<file path="src/rtl/dds_cmd_pkg.sv">
// Shared types and constants for the UART command-frame parser.
package dds_cmd_pkg;

  typedef enum logic [1:0] {
    ST_IDLE    = 2'd0,
    ST_PAYLOAD = 2'd1,
    ST_CRC     = 2'd2,
    ST_TAIL    = 2'd3
  } state_e;

  localparam logic [1:0] ERR_TIMEOUT = 2'd0;
  localparam logic [1:0] ERR_CRC     = 2'd1;
  localparam logic [1:0] ERR_TAIL    = 2'd2;
  localparam logic [1:0] ERR_CH      = 2'd3;

  localparam logic [7:0] FUNC_CFG = 8'h01;
  localparam logic [7:0] FUNC_EN  = 8'h02;

  localparam int PAYLOAD_LEN = 11;
  localparam int IDX_W       = 4;

  // First payload byte sits in the MSBs so a byte array casts straight onto it.
  typedef struct packed {
    logic [7:0]  func;
    logic [7:0]  ch;
    logic [7:0]  sta;
    logic [7:0]  duty;
    logic [7:0]  pulse_h;
    logic [7:0]  pulse_l;
    logic [7:0]  num;
    logic [31:0] pat;
  } payload_t;

endpackage

</file>
<file path="src/rtl/crc8_byte.sv">
// One-byte CRC-8 update, MSB first, no reflection, no final XOR.
module crc8_byte #(
  parameter logic [7:0] CRC_POLY = 8'h07
) (
  input  logic [7:0] i_crc,
  input  logic [7:0] i_data,
  output logic [7:0] o_crc
);

  always_comb begin
    logic [7:0] c;
    c = i_crc ^ i_data;
    for (int i = 0; i < 8; i++) begin
      c = c[7] ? ((c << 1) ^ CRC_POLY) : (c << 1);
    end
    o_crc = c;
  end

endmodule

</file>
<file path="src/rtl/uart_cmd_frame_parser.sv">
// Frame decoder: HEADER, 11 payload bytes, CRC-8, TAIL -> command strobe and channel enables.
// Define FRAME_TIMEOUT_EN to abandon a partial frame after TIMEOUT_CYC idle cycles.
module uart_cmd_frame_parser
  import dds_cmd_pkg::*;
#(
  parameter int         NUM_CH      = 8,
  parameter int         CH_W        = $clog2(NUM_CH + 1),
  parameter logic [7:0] HEADER      = 8'h55,
  parameter logic [7:0] TAIL        = 8'hAA,
  parameter logic [7:0] CRC_POLY    = 8'h07,
  parameter logic [7:0] CRC_INIT    = 8'h00,
  parameter int         TIMEOUT_CYC = 50000
) (
  input  logic              sys_clk,
  input  logic              sys_rst_n,
  input  logic [7:0]        rx_data,
  input  logic              rx_valid,
  output logic              cmd_valid,
  output logic [7:0]        cmd_func,
  output logic [CH_W-1:0]   cmd_ch,
  output logic              cmd_sta,
  output logic [7:0]        cmd_duty,
  output logic [15:0]       cmd_pulse,
  output logic [7:0]        cmd_num,
  output logic [31:0]       cmd_pat,
  output logic [NUM_CH-1:0] ch_en,
  output logic              frame_err,
  output logic [1:0]        err_code,
  output logic [15:0]       err_cnt
);

  state_e                             r_state, w_state_nxt;
  logic [IDX_W-1:0]                   r_idx;
  logic [7:0]                         r_crc, w_crc_upd;
  logic                               r_crc_ok;
  logic [PAYLOAD_LEN-1:0][7:0]        r_pay;
  payload_t                           w_pay;
  logic                               w_ch_bad, w_commit, w_err;
  logic [1:0]                         w_err_code;

  logic                               r_cmd_valid, r_frame_err, r_cmd_sta;
  logic [7:0]                         r_cmd_func, r_cmd_duty, r_cmd_num;
  logic [CH_W-1:0]                    r_cmd_ch;
  logic [15:0]                        r_cmd_pulse, r_err_cnt;
  logic [31:0]                        r_cmd_pat;
  logic [NUM_CH-1:0]                  r_ch_en;
  logic [1:0]                         r_err_code;
  logic                               w_unused;

  crc8_byte #(.CRC_POLY(CRC_POLY)) u_crc (
    .i_crc  (r_crc),
    .i_data (rx_data),
    .o_crc  (w_crc_upd)
  );

  assign w_pay    = payload_t'(r_pay);
  assign w_ch_bad = (w_pay.ch == 8'd0) || ({1'b0, w_pay.ch} > 9'(NUM_CH));
  assign w_unused = ^{w_pay.sta[7:1], 32'(TIMEOUT_CYC)};

`ifdef FRAME_TIMEOUT_EN
  localparam int TO_W = $clog2(TIMEOUT_CYC + 1);
  logic [TO_W-1:0] r_to_cnt;
  logic            w_timeout;

  // A byte in the same cycle clears the counter and outranks the timeout.
  assign w_timeout = (r_state != ST_IDLE) && (r_to_cnt == TO_W'(TIMEOUT_CYC - 1));

  always_ff @(posedge sys_clk or negedge sys_rst_n) begin
    if (!sys_rst_n)                          r_to_cnt <= '0;
    else if (rx_valid || r_state == ST_IDLE) r_to_cnt <= '0;
    else                                     r_to_cnt <= r_to_cnt + 1'b1;
  end
`endif

  always_ff @(posedge sys_clk or negedge sys_rst_n) begin
    if (!sys_rst_n) r_state <= ST_IDLE;
    else            r_state <= w_state_nxt;
  end

  always_comb begin
    w_state_nxt = r_state;
    w_commit    = 1'b0;
    w_err       = 1'b0;
    w_err_code  = ERR_TIMEOUT;
    if (rx_valid) begin
      case (r_state)
        ST_IDLE:    if (rx_data == HEADER) w_state_nxt = ST_PAYLOAD;
        ST_PAYLOAD: if (r_idx == IDX_W'(PAYLOAD_LEN - 1)) w_state_nxt = ST_CRC;
        ST_CRC:     w_state_nxt = ST_TAIL;
        ST_TAIL: begin
          w_state_nxt = ST_IDLE;
          if (rx_data != TAIL) begin
            w_err = 1'b1; w_err_code = ERR_TAIL;
          end else if (!r_crc_ok) begin
            w_err = 1'b1; w_err_code = ERR_CRC;
          end else if (w_ch_bad) begin
            w_err = 1'b1; w_err_code = ERR_CH;
          end else begin
            w_commit = 1'b1;
          end
        end
        default:    w_state_nxt = ST_IDLE;
      endcase
    end
`ifdef FRAME_TIMEOUT_EN
    else if (w_timeout) begin
      w_state_nxt = ST_IDLE;
      w_err       = 1'b1;
      w_err_code  = ERR_TIMEOUT;
    end
`endif
  end

  always_ff @(posedge sys_clk or negedge sys_rst_n) begin
    if (!sys_rst_n) begin
      r_idx       <= '0;
      r_crc       <= '0;
      r_crc_ok    <= 1'b0;
      r_pay       <= '0;
      r_cmd_valid <= 1'b0;
      r_frame_err <= 1'b0;
      r_cmd_func  <= '0;
      r_cmd_ch    <= '0;
      r_cmd_sta   <= 1'b0;
      r_cmd_duty  <= '0;
      r_cmd_pulse <= '0;
      r_cmd_num   <= '0;
      r_cmd_pat   <= '0;
      r_ch_en     <= '0;
      r_err_code  <= '0;
      r_err_cnt   <= '0;
    end else begin
      r_cmd_valid <= w_commit;
      r_frame_err <= w_err;
      if (rx_valid) begin
        case (r_state)
          ST_IDLE: if (rx_data == HEADER) begin
            r_crc <= CRC_INIT;
            r_idx <= '0;
          end
          ST_PAYLOAD: begin
            r_pay[IDX_W'(PAYLOAD_LEN - 1) - r_idx] <= rx_data;
            r_crc <= w_crc_upd;
            r_idx <= r_idx + 1'b1;
          end
          ST_CRC:  r_crc_ok <= (rx_data == r_crc);
          default: ;
        endcase
      end
      if (w_commit) begin
        r_cmd_func  <= w_pay.func;
        r_cmd_ch    <= w_pay.ch[CH_W-1:0];
        r_cmd_sta   <= w_pay.sta[0];
        r_cmd_duty  <= w_pay.duty;
        r_cmd_pulse <= {w_pay.pulse_h, w_pay.pulse_l};
        r_cmd_num   <= w_pay.num;
        r_cmd_pat   <= w_pay.pat;
        for (int k = 0; k < NUM_CH; k++) begin
          if (w_pay.func == FUNC_EN && w_pay.ch == 8'(k + 1)) r_ch_en[k] <= w_pay.sta[0];
        end
      end
      if (w_err) begin
        r_err_code <= w_err_code;
        if (r_err_cnt != 16'hFFFF) r_err_cnt <= r_err_cnt + 16'd1;
      end
    end
  end

  assign cmd_valid = r_cmd_valid;
  assign cmd_func  = r_cmd_func;
  assign cmd_ch    = r_cmd_ch;
  assign cmd_sta   = r_cmd_sta;
  assign cmd_duty  = r_cmd_duty;
  assign cmd_pulse = r_cmd_pulse;
  assign cmd_num   = r_cmd_num;
  assign cmd_pat   = r_cmd_pat;
  assign ch_en     = r_ch_en;
  assign frame_err = r_frame_err;
  assign err_code  = r_err_code;
  assign err_cnt   = r_err_cnt;

endmodule
</file>
<file path="config.mk">
export PLATFORM = sky130hd
export DESIGN_NAME = uart_cmd_frame_parser
export DESIGN_NICKNAME = d
export VERILOG_FILES = /design/src/rtl/dds_cmd_pkg.sv /design/src/rtl/crc8_byte.sv /design/src/rtl/uart_cmd_frame_parser.sv
export SDC_FILE = /design/constraint.sdc
export NUM_CORES = 1
export LEC_CHECK = 0
export ABC_AREA = 1
export BUFFER_PORTS_ARGS = -buffer_cell sky130_fd_sc_hd__buf_2
export CAP_MARGIN = 20
export CORE_MARGIN = 10
export CORE_UTILIZATION = 50
export DETAILED_ROUTE_END_ITERATION = 6
export PLACE_DENSITY_LB_ADDON = 0.2
export SYNTH_ARGS = -nofsm -noshare
export SYNTH_HDL_FRONTEND = slang
export SYNTH_SLANG_ARGS = --single-unit
</file>
<file path="constraint.sdc">
create_clock -name sys_clk -period 2.04 [get_ports sys_clk]
set_input_delay 0.612 -clock sys_clk [delete_from_list [all_inputs] [get_ports sys_clk]]
set_output_delay 0.612 -clock sys_clk [all_outputs]
set_load 0.03 [all_outputs]
</file>
Yosys cells after proc, flatten, opt, wreduce, memory -nomap -nowiden
Cells that the tools add are included.
{ "word_totals": {"ff_bits": 208, "inputBits": 11, "out_inout_bits": 105, "wordCells": 127} }
{ "op_classes": {"n_addsub": 3, "n_lt_le_gt_ge": 3, "n_eq_ne": 19, "muxes": 33, "bitwise_logic": 9, "n_reduce_logical": 26} }
{ "op_table": {"columns": ["operator", "n"], "rows": [
  ["$bwmux W88", 1],
  ["$demux W8 S4", 1],
  ["$eq A8 B3 Y1 const B", 4],
  ["$eq A8 B2 Y1 const B", 3],
  ["$mux W3", 8],
  ["$not A3 Y3", 8],
  ["$reduce_and A2 Y1", 11],
  ["$add A16 B1 Y16 const B", 1],
  ["$mux W8", 2],
  ["$ne A16 B16 Y1 const B", 1],
  ["$pmux W8 S2", 1],
  ["$mux W2", 7],
  ["$mux W1", 10],
  ["$logic_and A1 B1 Y1", 9],
  ["$eq A8 B1 Y1 const B", 1],
  ["$eq A8 B4 Y1 const B", 1],
  ["$eq A8 B7 Y1 const B", 1],
  ["$eq A8 B8 Y1", 1],
  ["$gt A8 B4 Y1 const B", 1],
  ["$logic_not A8 Y1", 1],
  ["$ne A8 B8 Y1 const B", 1],
  ["$pmux W2 S4", 1],
  ["$pmux W4 S2", 1],
  ["$xor A8 B8 Y8", 1],
  ["other kinds (13)", 16]
]} }

Longest topological paths before layout
Gate-level depths: netlist of run 1.
{ "depth": {"depth_word": 18, "mapped_depth": 11, "ltp_nobuf": 10} }

Hierarchy
From an unflattened synthesis of run 1, not the netlist that was laid out.
{ "unflattened": {"hier_cells": 1049, "area_unflattened_um2": 8934.8} }
{ "modules_own_cells": {"columns": ["module", "n_inst", "cells_per_inst", "area_per_inst_um2", "seq_area_each_um2"], "rows": [
  ["uart_cmd_frame_parser", 1, 975, 8557.0, 5029.8],
  ["crc8_byte", 1, 74, 377.9, 0.0]
]} }

Worst setup path after synthesis of run 1
No wires, ideal clock.
{ "synth_path": {"path_type": "register to register", "startpoint": "reg r_err_cnt[0] (netlist: err_cnt[0])", "endpoint": "reg r_err_cnt[2] (netlist: err_cnt[2])", "setup_ns": 0.119, "arrival_ns": 1.807, "required_ns": 1.921, "path_slack_ns": 0.114, "path_stages_with_launch": 10, "path_buffers": 1, "synth_period_minus_slack_ns": 1.926, "cell_sequence": "dfrtp_1 -> ha_1 -> nand3_1 -> nor3_1 -> nand2_1 -> nor2_1 -> nand2_1 -> clkbuf_1 -> nand3_1 -> nand2_1"} }
{ "synth_between": {"elab_chain_cells": 2, "word_cells_on_any_way": 3, "cone_classes": "add/sub (1); eq/ne (1); reduce/logical (1)"} }
{ "synth_rtl": {"columns": ["element", "line_no", "rtl"], "rows": [
  ["start, declared", "uart_cmd_frame_parser.sv:44", "logic [15:0] r_cmd_pulse, r_err_cnt;"],
  ["start signal, assigned", "uart_cmd_frame_parser.sv:164", "if (r_err_cnt != 16'hFFFF) r_err_cnt <= r_err_cnt + 16'd1;"],
  ["branches (longest 2 deep; another with $add A16 B1 Y16)", null, null]
]} }
Parallel ways; which one is timed is not known.
A chain may end at the register's enable or synchronous reset.

Worst setup path in the final report of run 1
{ "layout_path": {"startpoint": "reg r_err_cnt[1] (netlist: err_cnt[1])", "endpoint": "reg r_err_cnt[0] (netlist: err_cnt[0])"} }
{ "layout_between": {"elab_chain_cells": 2} }
{ "layout_rtl": {"columns": ["element", "line_no"], "rows": [
  ["$ne A16 B16 Y1", "uart_cmd_frame_parser.sv:164"],
  ["$reduce_and A2 Y1 (no source line)", null]
]} }
No other way between the ends.

==> results of run 1 <==
==> power groups by stage <==
| stage | Clock, mW | Sequential (mW) | Combinational (mW) |
|---|---|---|---|
| detailed placement | 0 | 4.91 | 2.26 |
| floorplan | 0 | 4.96 | 1.41 |
| finish | 4.19 | 4.85 | 2.26 |
| CTS | 4.27 | 4.85 | 2.28 |
| global route | 4.45 | 4.92 | 2.64 |
| global placement | 0 | 4.90 | 2.20 |
==> sequential cells by signal, summed over array words and instances, names as in the netlist, 8 cells and up <==
| name | cells |
|---|---|
| r_pay | 81 |
| cmd_pat | 32 |
| cmd_pulse | 16 |
| err_cnt | 16 |
| ch_en | 8 |
| cmd_duty | 8 |
| cmd_func | 8 |
| cmd_num | 8 |
| r_crc | 8 |
==> cells by family (layout without fill, tap and decap cells) <==
logic type               Yosys count  count (layout)
AND/OR/NAND/NOR                  599             599
flip-flops                       201             201
AO/OA/AOI/OAI                    108             108
buffers and inverters            103             271
XOR/XNOR                          19              19
adder cells (fa/ha/maj)           14              14
other                              0               1
==> metal layers <==
layer | GRT usage | vias to the layer above
met5 | 0 | -
met4 | 0.0413 | 0
met3 | 0.0347 | 33
met2 | 0.299 | 153
met1 | 0.246 | 3322
li1 | - | 3571
==> critical path, stage by stage, from the launching register on <==
cell and delay, ps:
dfrtp_1 400, ha_1 210, nand3_1 120, nor3_1 250, nand2_1 120, nor2_1 150, nand2_2 150, buf_4 210
nand3_1 80, nand2_1 60
==> cells in the mapped netlist, drive strengths merged <==
cell	instances	area, µm²
buf	12	77.6
clkbuf	26	97.6
o21ai	99	495
a21oi	7	38.8
inv	65	244
nand4	5	31.3
nand3	51	255
ha	14	175
or2	2	12.5
nand3b	1	7.51
and2	1	6.26
dfrtp	201	5030
xnor2	12	105
o41ai	1	8.76
o21a	1	7.51
xor2	7	61.3
nor3	3	15.0
nor2	50	188
and3	2	12.5
nand2	484	1820
==> cell type report <==
type / instances / area (µm²) / area share
antenna: 1 / 2.50 / 0.000235
clock buffer: 33 / 683 / 0.0642
clock inverter: 9 / 106 / 0.00999
inverter: 65 / 244 / 0.0229
multi-input combinational: 740 / 3250 / 0.306
sequential: 201 / 5030 / 0.473
tap: 225 / 282 / 0.0265
timing repair buffer: 164 / 1040 / 0.0977
==> worst max path at each step <==
| stage | cells after the start | slack (ps) | end | from |
|---|---|---|---|---|
| 2_1_floorplan | 9 | 110 | err_cnt[2]$_DFFE_PN0P_ | err_cnt[0]$_DFFE_PN0P_ |
| 3_3_place_gp | 10 | 50 | cmd_pat[15]$_DFFE_PN0P_ | rx_data[5] |
| 3_5_place_dp | 10 | -20 | cmd_pat[11]$_DFFE_PN0P_ | rx_data[5] |
| 4_1_cts | 9 | 160 | err_cnt[0]$_DFFE_PN0P_ | err_cnt[1]$_DFFE_PN0P_ |
| 5_1_grt | 9 | 20 | err_cnt[3]$_DFFE_PN0P_ | err_cnt[1]$_DFFE_PN0P_ |
| 6_report | 9 | 170 | err_cnt[0]$_DFFE_PN0P_ | err_cnt[1]$_DFFE_PN0P_ |
==> key figures, run 1 <==
Final layout
  • Final instance area: 10600 µm²
  • Final net count: 1220
  • Commonest non-fill, non-tap cells in the layout: nand2_1 (482), dfrtp_1 (201), buf_2 (114)
  • Core Util, Final: 0.620
  • Final std cells w/o fill: 1438
  • Layout area overhead: 22.5%
  • # fillers: 1543
  • Share of cells above drive strength 1: 0.172
  • Most common cell after layout, fill and taps aside: nand2_1

Die
  • DIE AREA: 23000 µm²
  • # IOs: 116
  • Effective utilization at floorplan: 0.506
  • Core Area: 17200 µm²
  • Die height: 152 µm
  • Row count: 48
  • Die width: 152 µm

Power
  • NetSw: 3.43 mW
  • Combinational share of power: 0.200
  • Sequential power share: 0.429
  • Power Dens Cells: 1060 nW/µm²
  • Internal Power: 7.88 mW
  • Peak supply drop: 0.000896 V
  • Clk network pwr share: 0.371
  • Switch share: 0.303
  • Overall Power: 11.3 mW
  • Leak Pwr: 5.84 nW

Routing
  • Final wirelength: 21300 µm
  • DR pass1 iterations: 5
  • Antenna-violating nets left: 0
  • DRT iter0 DRCs: 487
  • Routed WL per cell: 14.8 µm
  • Via density: 4.92
  • Drt drc: 0
  • WL met3: 1050 µm
  • Via count: 7079
  • DR top layer: met4
  • Met2 routed WL: 10100 µm
  • WL met1: 9710 µm

Timing
  • Final period utilization: 0.917
  • # setup viols final: 0
  • Normalized max-slew margin: 0.654
  • Final hold violations: 0
  • Worst slew pin tran: 519 ps
  • Slew Viols, Final: 0
  • Fin Hold WS: 6.09 ps
  • Fin Setup TNS: 0 ps
  • Fin worst setup slack: 169 ps
  • Minimum clock period: 1870 ps
  • RSZ-0062 raised after global routing: false
  • Fmax: 534 MHz
  • Setup Skew: 12.4 ps

Synthesis
  • Combinational family with the most area after synthesis: simple AND/OR/NAND/NOR gates
  • Synthesis Warnings: 0
  • Seq/Total Area, Yosys: 0.579
  • Syn nets: 1069
  • Compound-gate portion of the synthesized area: 0.0634
  • Synth cell types: 26
  • Cells after Synth: 1044
  • Post-synthesis xor/xnor area fraction: 0.0192
  • Synthesized area: 8690 µm²
  • Post-Synth Adder-Cell Area: 0.0202
  • Post-Synth Simple-Gate Area: 0.270
  • Yosys reg bits: 201
  • Syn avg cell area: 8.32 µm²
  • Multiplexer share of the synthesized area: 0

Worst setup path
  • Required time worst endpoint: 2430 ps
  • Crit start category: flip-flop
  • Worst r2r src: err_cnt[1]$_DFFE_PN0P_
  • WP data arrival: 2260 ps
  • CP max FO: 9
  • Nature of the critical path endpoint: flip-flop
  • R2R setup slack: 170 ps
  • WS Path Type: flip-flop to flip-flop
  • Reg2reg end: err_cnt[0]$_DFFE_PN0P_
  • Reg2Reg Depth: 9

Clock network
  • H-tree levels: 1
  • Clk sink count: 201
  • Clock Tree Buf Depth: 3
  • CTS Hold Bufs: 0
  • CTS Buf Count: 23
  • TritonCTS clock tree: done
  • Clock root buffer: clkbuf_16
  • PostCTS Resize Cnt: 0
  • Clock Latency Late Sink: 500 ps
  • Clock Pin Slew Worst Setup and Hold Paths: 60 ps
  • Post-CTS setup buffer count: 0

Place
  • DP HPWL: 14500 µm
  • PortBufs: 115
  • # placed instances: 1395
  • Pre-CTS setup slack: -15.1 ps
  • GPL Wtd Cong: 0.896
  • DP Area: 9840 µm²

GRT
  • Total track usage: 0.183
  • Vias in the first global route: 7028
  • First-pass GRT wire length: 36000 µm
  • Initial antenna violation count: 0
  • Congestion Overflow GR: 0
  • Largest net degree at the start of global routing: 50

Worst hold path
  • Min-delay worst type: primary input to async pin

Run status
  • Status: completed

Flow run
  • Total of max-cap violations: 0
(Power assumes the default switching activity.)
==> inputs of run 2 (changes only) <==
Settings changed: CELL_PAD_IN_SITES_DETAIL_PLACEMENT from default to 1, CELL_PAD_IN_SITES_GLOBAL_PLACEMENT from default to 1, CORE_UTILIZATION 50 to 46, HOLD_SLACK_MARGIN from default to 0.1.
Clock period 2.04 ns to 2.4 ns, I/O delays scaled along.
==> key figures, run 2 (synthesis gave the netlist of run 1 again) <==
Run status
  • Status: completed

Worst setup path
  • WS Path Type: flip-flop to flip-flop
  • Crit start category: flip-flop
  • Nature of the critical path endpoint: flip-flop
  • CP max FO: 16
  • Required time worst endpoint: 2780 ps
  • WP data arrival: 2520 ps

Place
  • GPL Wtd Cong: 0.858
  • DP HPWL: 16600 µm
  • Pre-CTS setup slack: 177 ps
  • # placed instances: 1381
  • PortBufs: 115
  • DP Area: 9640 µm²

Timing
  • Fin Setup TNS: 0 ps
  • Setup Skew: 12.1 ps
  • Final hold violations: 0
  • Fmax: 467 MHz
  • Final period utilization: 0.893
  • Slew Viols, Final: 0
  • # setup viols final: 0
  • Fin worst setup slack: 257 ps
  • RSZ-0062 raised after global routing: false
  • Fin Hold WS: 167 ps
  • Minimum clock period: 2140 ps
  • Worst slew pin tran: 566 ps
  • Normalized max-slew margin: 0.622

Die
  • DIE AREA: 24800 µm²
  • Die width: 157 µm
  • Effective utilization at floorplan: 0.466
  • Core Area: 18600 µm²
  • Die height: 157 µm
  • # IOs: 116
  • Row count: 50

Final layout
  • N_diodes: 0
  • Final net count: 1197
  • Core Util, Final: 0.558
  • Share of cells above drive strength 1: 0.150
  • Final std cells w/o fill: 1422
  • # fillers: 2291
  • Storage element area: 5030 µm²
  • Most common cell after layout, fill and taps aside: nand2_1
  • Multi-input logic area: 3250 µm²
  • Layout area overhead: 19.7%
  • Largest register FFs: 81
  • Largest Register: r_pay
  • Commonest non-fill, non-tap cells in the layout: nand2_1 (483), dfrtp_1 (201), buf_2 (114)
  • Final instance area: 10400 µm²

Power
  • Peak supply drop: 0.000518 V
  • Combinational share of power: 0.200
  • Sequential power share: 0.433
  • Overall Power: 9.58 mW
  • NetSw: 3.02 mW
  • Leak Pwr: 5.70 nW
  • Power Dens Cells: 921 nW/µm²
  • Clk network pwr share: 0.367
  • Internal Power: 6.56 mW
  • Switch share: 0.315

Clock network
  • Clock root buffer: clkbuf_16
  • Clock Tree Buf Depth: 3
  • Post-CTS setup buffer count: 0
  • CTS Buf Count: 23
  • TritonCTS clock tree: done
  • H-tree levels: 1
  • Clk sink count: 201
  • Clock Latency Late Sink: 520 ps
  • PostCTS Resize Cnt: 0
  • Clock Pin Slew Worst Setup and Hold Paths: 60 ps
  • CTS Hold Bufs: 0

GRT
  • Initial antenna violation count: 0
  • Vias in the first global route: 7777
  • Congestion Overflow GR: 0
  • Largest net degree at the start of global routing: 65
  • First-pass GRT wire length: 39900 µm
  • Total track usage: 0.200

Routing
  • DR pass1 iterations: 4
  • Via count: 7245
  • Final wirelength: 24500 µm
  • Routed WL per cell: 17.2 µm
  • Via density: 5.09
  • Antenna-violating nets left: 0
  • DRT iter0 DRCs: 355
  • Drt drc: 0

Worst hold path
  • Min-delay worst type: primary input to async pin

Flow run
  • Total of max-cap violations: 0
[run 2: cell count changes in the layout (fill, tap and decap cells not counted)]
cell / before / now
clkbuf_8: 8 / 5
clkinv_4: 1 / 0
clkbuf_1: 3 / 9
buf_12: 7 / 4
diode_2: 1 / 0
inv_16: 0 / 1
nand2_1: 482 / 483
clkinv_2: 4 / 2
nand2_4: 1 / 0
inv_6: 2 / 0
buf_4: 42 / 22
[run 2: layer usage]
layer,part of all wire,track usage,vias to the layer above
li1,-,-,3520
met1,0.43,0.245,3583
met2,0.50,0.354,122
met3,0.059,0.0409,20
met4,0.011,0.0427,0
met5,0,0,-
[run 2: power by group through the flow]
stage	logic (mW)	registers (mW)	clock network, mW
floorplan	1.20	4.22	0
global placement	1.82	4.18	0
detailed placement	1.91	4.20	0
CTS	1.95	4.15	3.60
global route	2.19	4.21	3.77
finish	1.92	4.15	3.52
[run 2: worst paths after layout]
kind | startpoint | end | slack, ps | cells after the start
min in group sys_clk | cmd_pulse[14]$_DFFE_PN0P_ | cmd_pulse[14]$_DFFE_PN0P_ | 470 | 2
min | sys_rst_n | cmd_pat[24]$_DFFE_PN0P_ | 170 | 1
max reg2reg | r_idx[1]$_DFFE_PN0P_ | r_pay[27]$_DFFE_PN0P_ | 260 | 7
max | r_idx[1]$_DFFE_PN0P_ | r_pay[27]$_DFFE_PN0P_ | 260 | 7
max in group asynchronous | sys_rst_n | cmd_pat[14]$_DFFE_PN0P_ | 1440 | 2
min reg2reg | cmd_pulse[14]$_DFFE_PN0P_ | cmd_pulse[14]$_DFFE_PN0P_ | 470 | 2
[run 2: cell type report]
class | instances | area share
timing repair buffer | 141 | 0.0798
multi-input combinational | 740 | 0.312
clock buffer | 36 | 0.0639
clock inverter | 5 | 0.00866
sequential | 201 | 0.484
inverter | 65 | 0.0235
tap | 234 | 0.0282
[run 2: critical path, cell delays in order (launching register included)]
cell and delay [ps]:
dfrtp_1 450, ha_1 230, xnor2_1 290, inv_1 70, nor2_1 240, nand2_1 410
nand2_1 190, o21ai_0 110
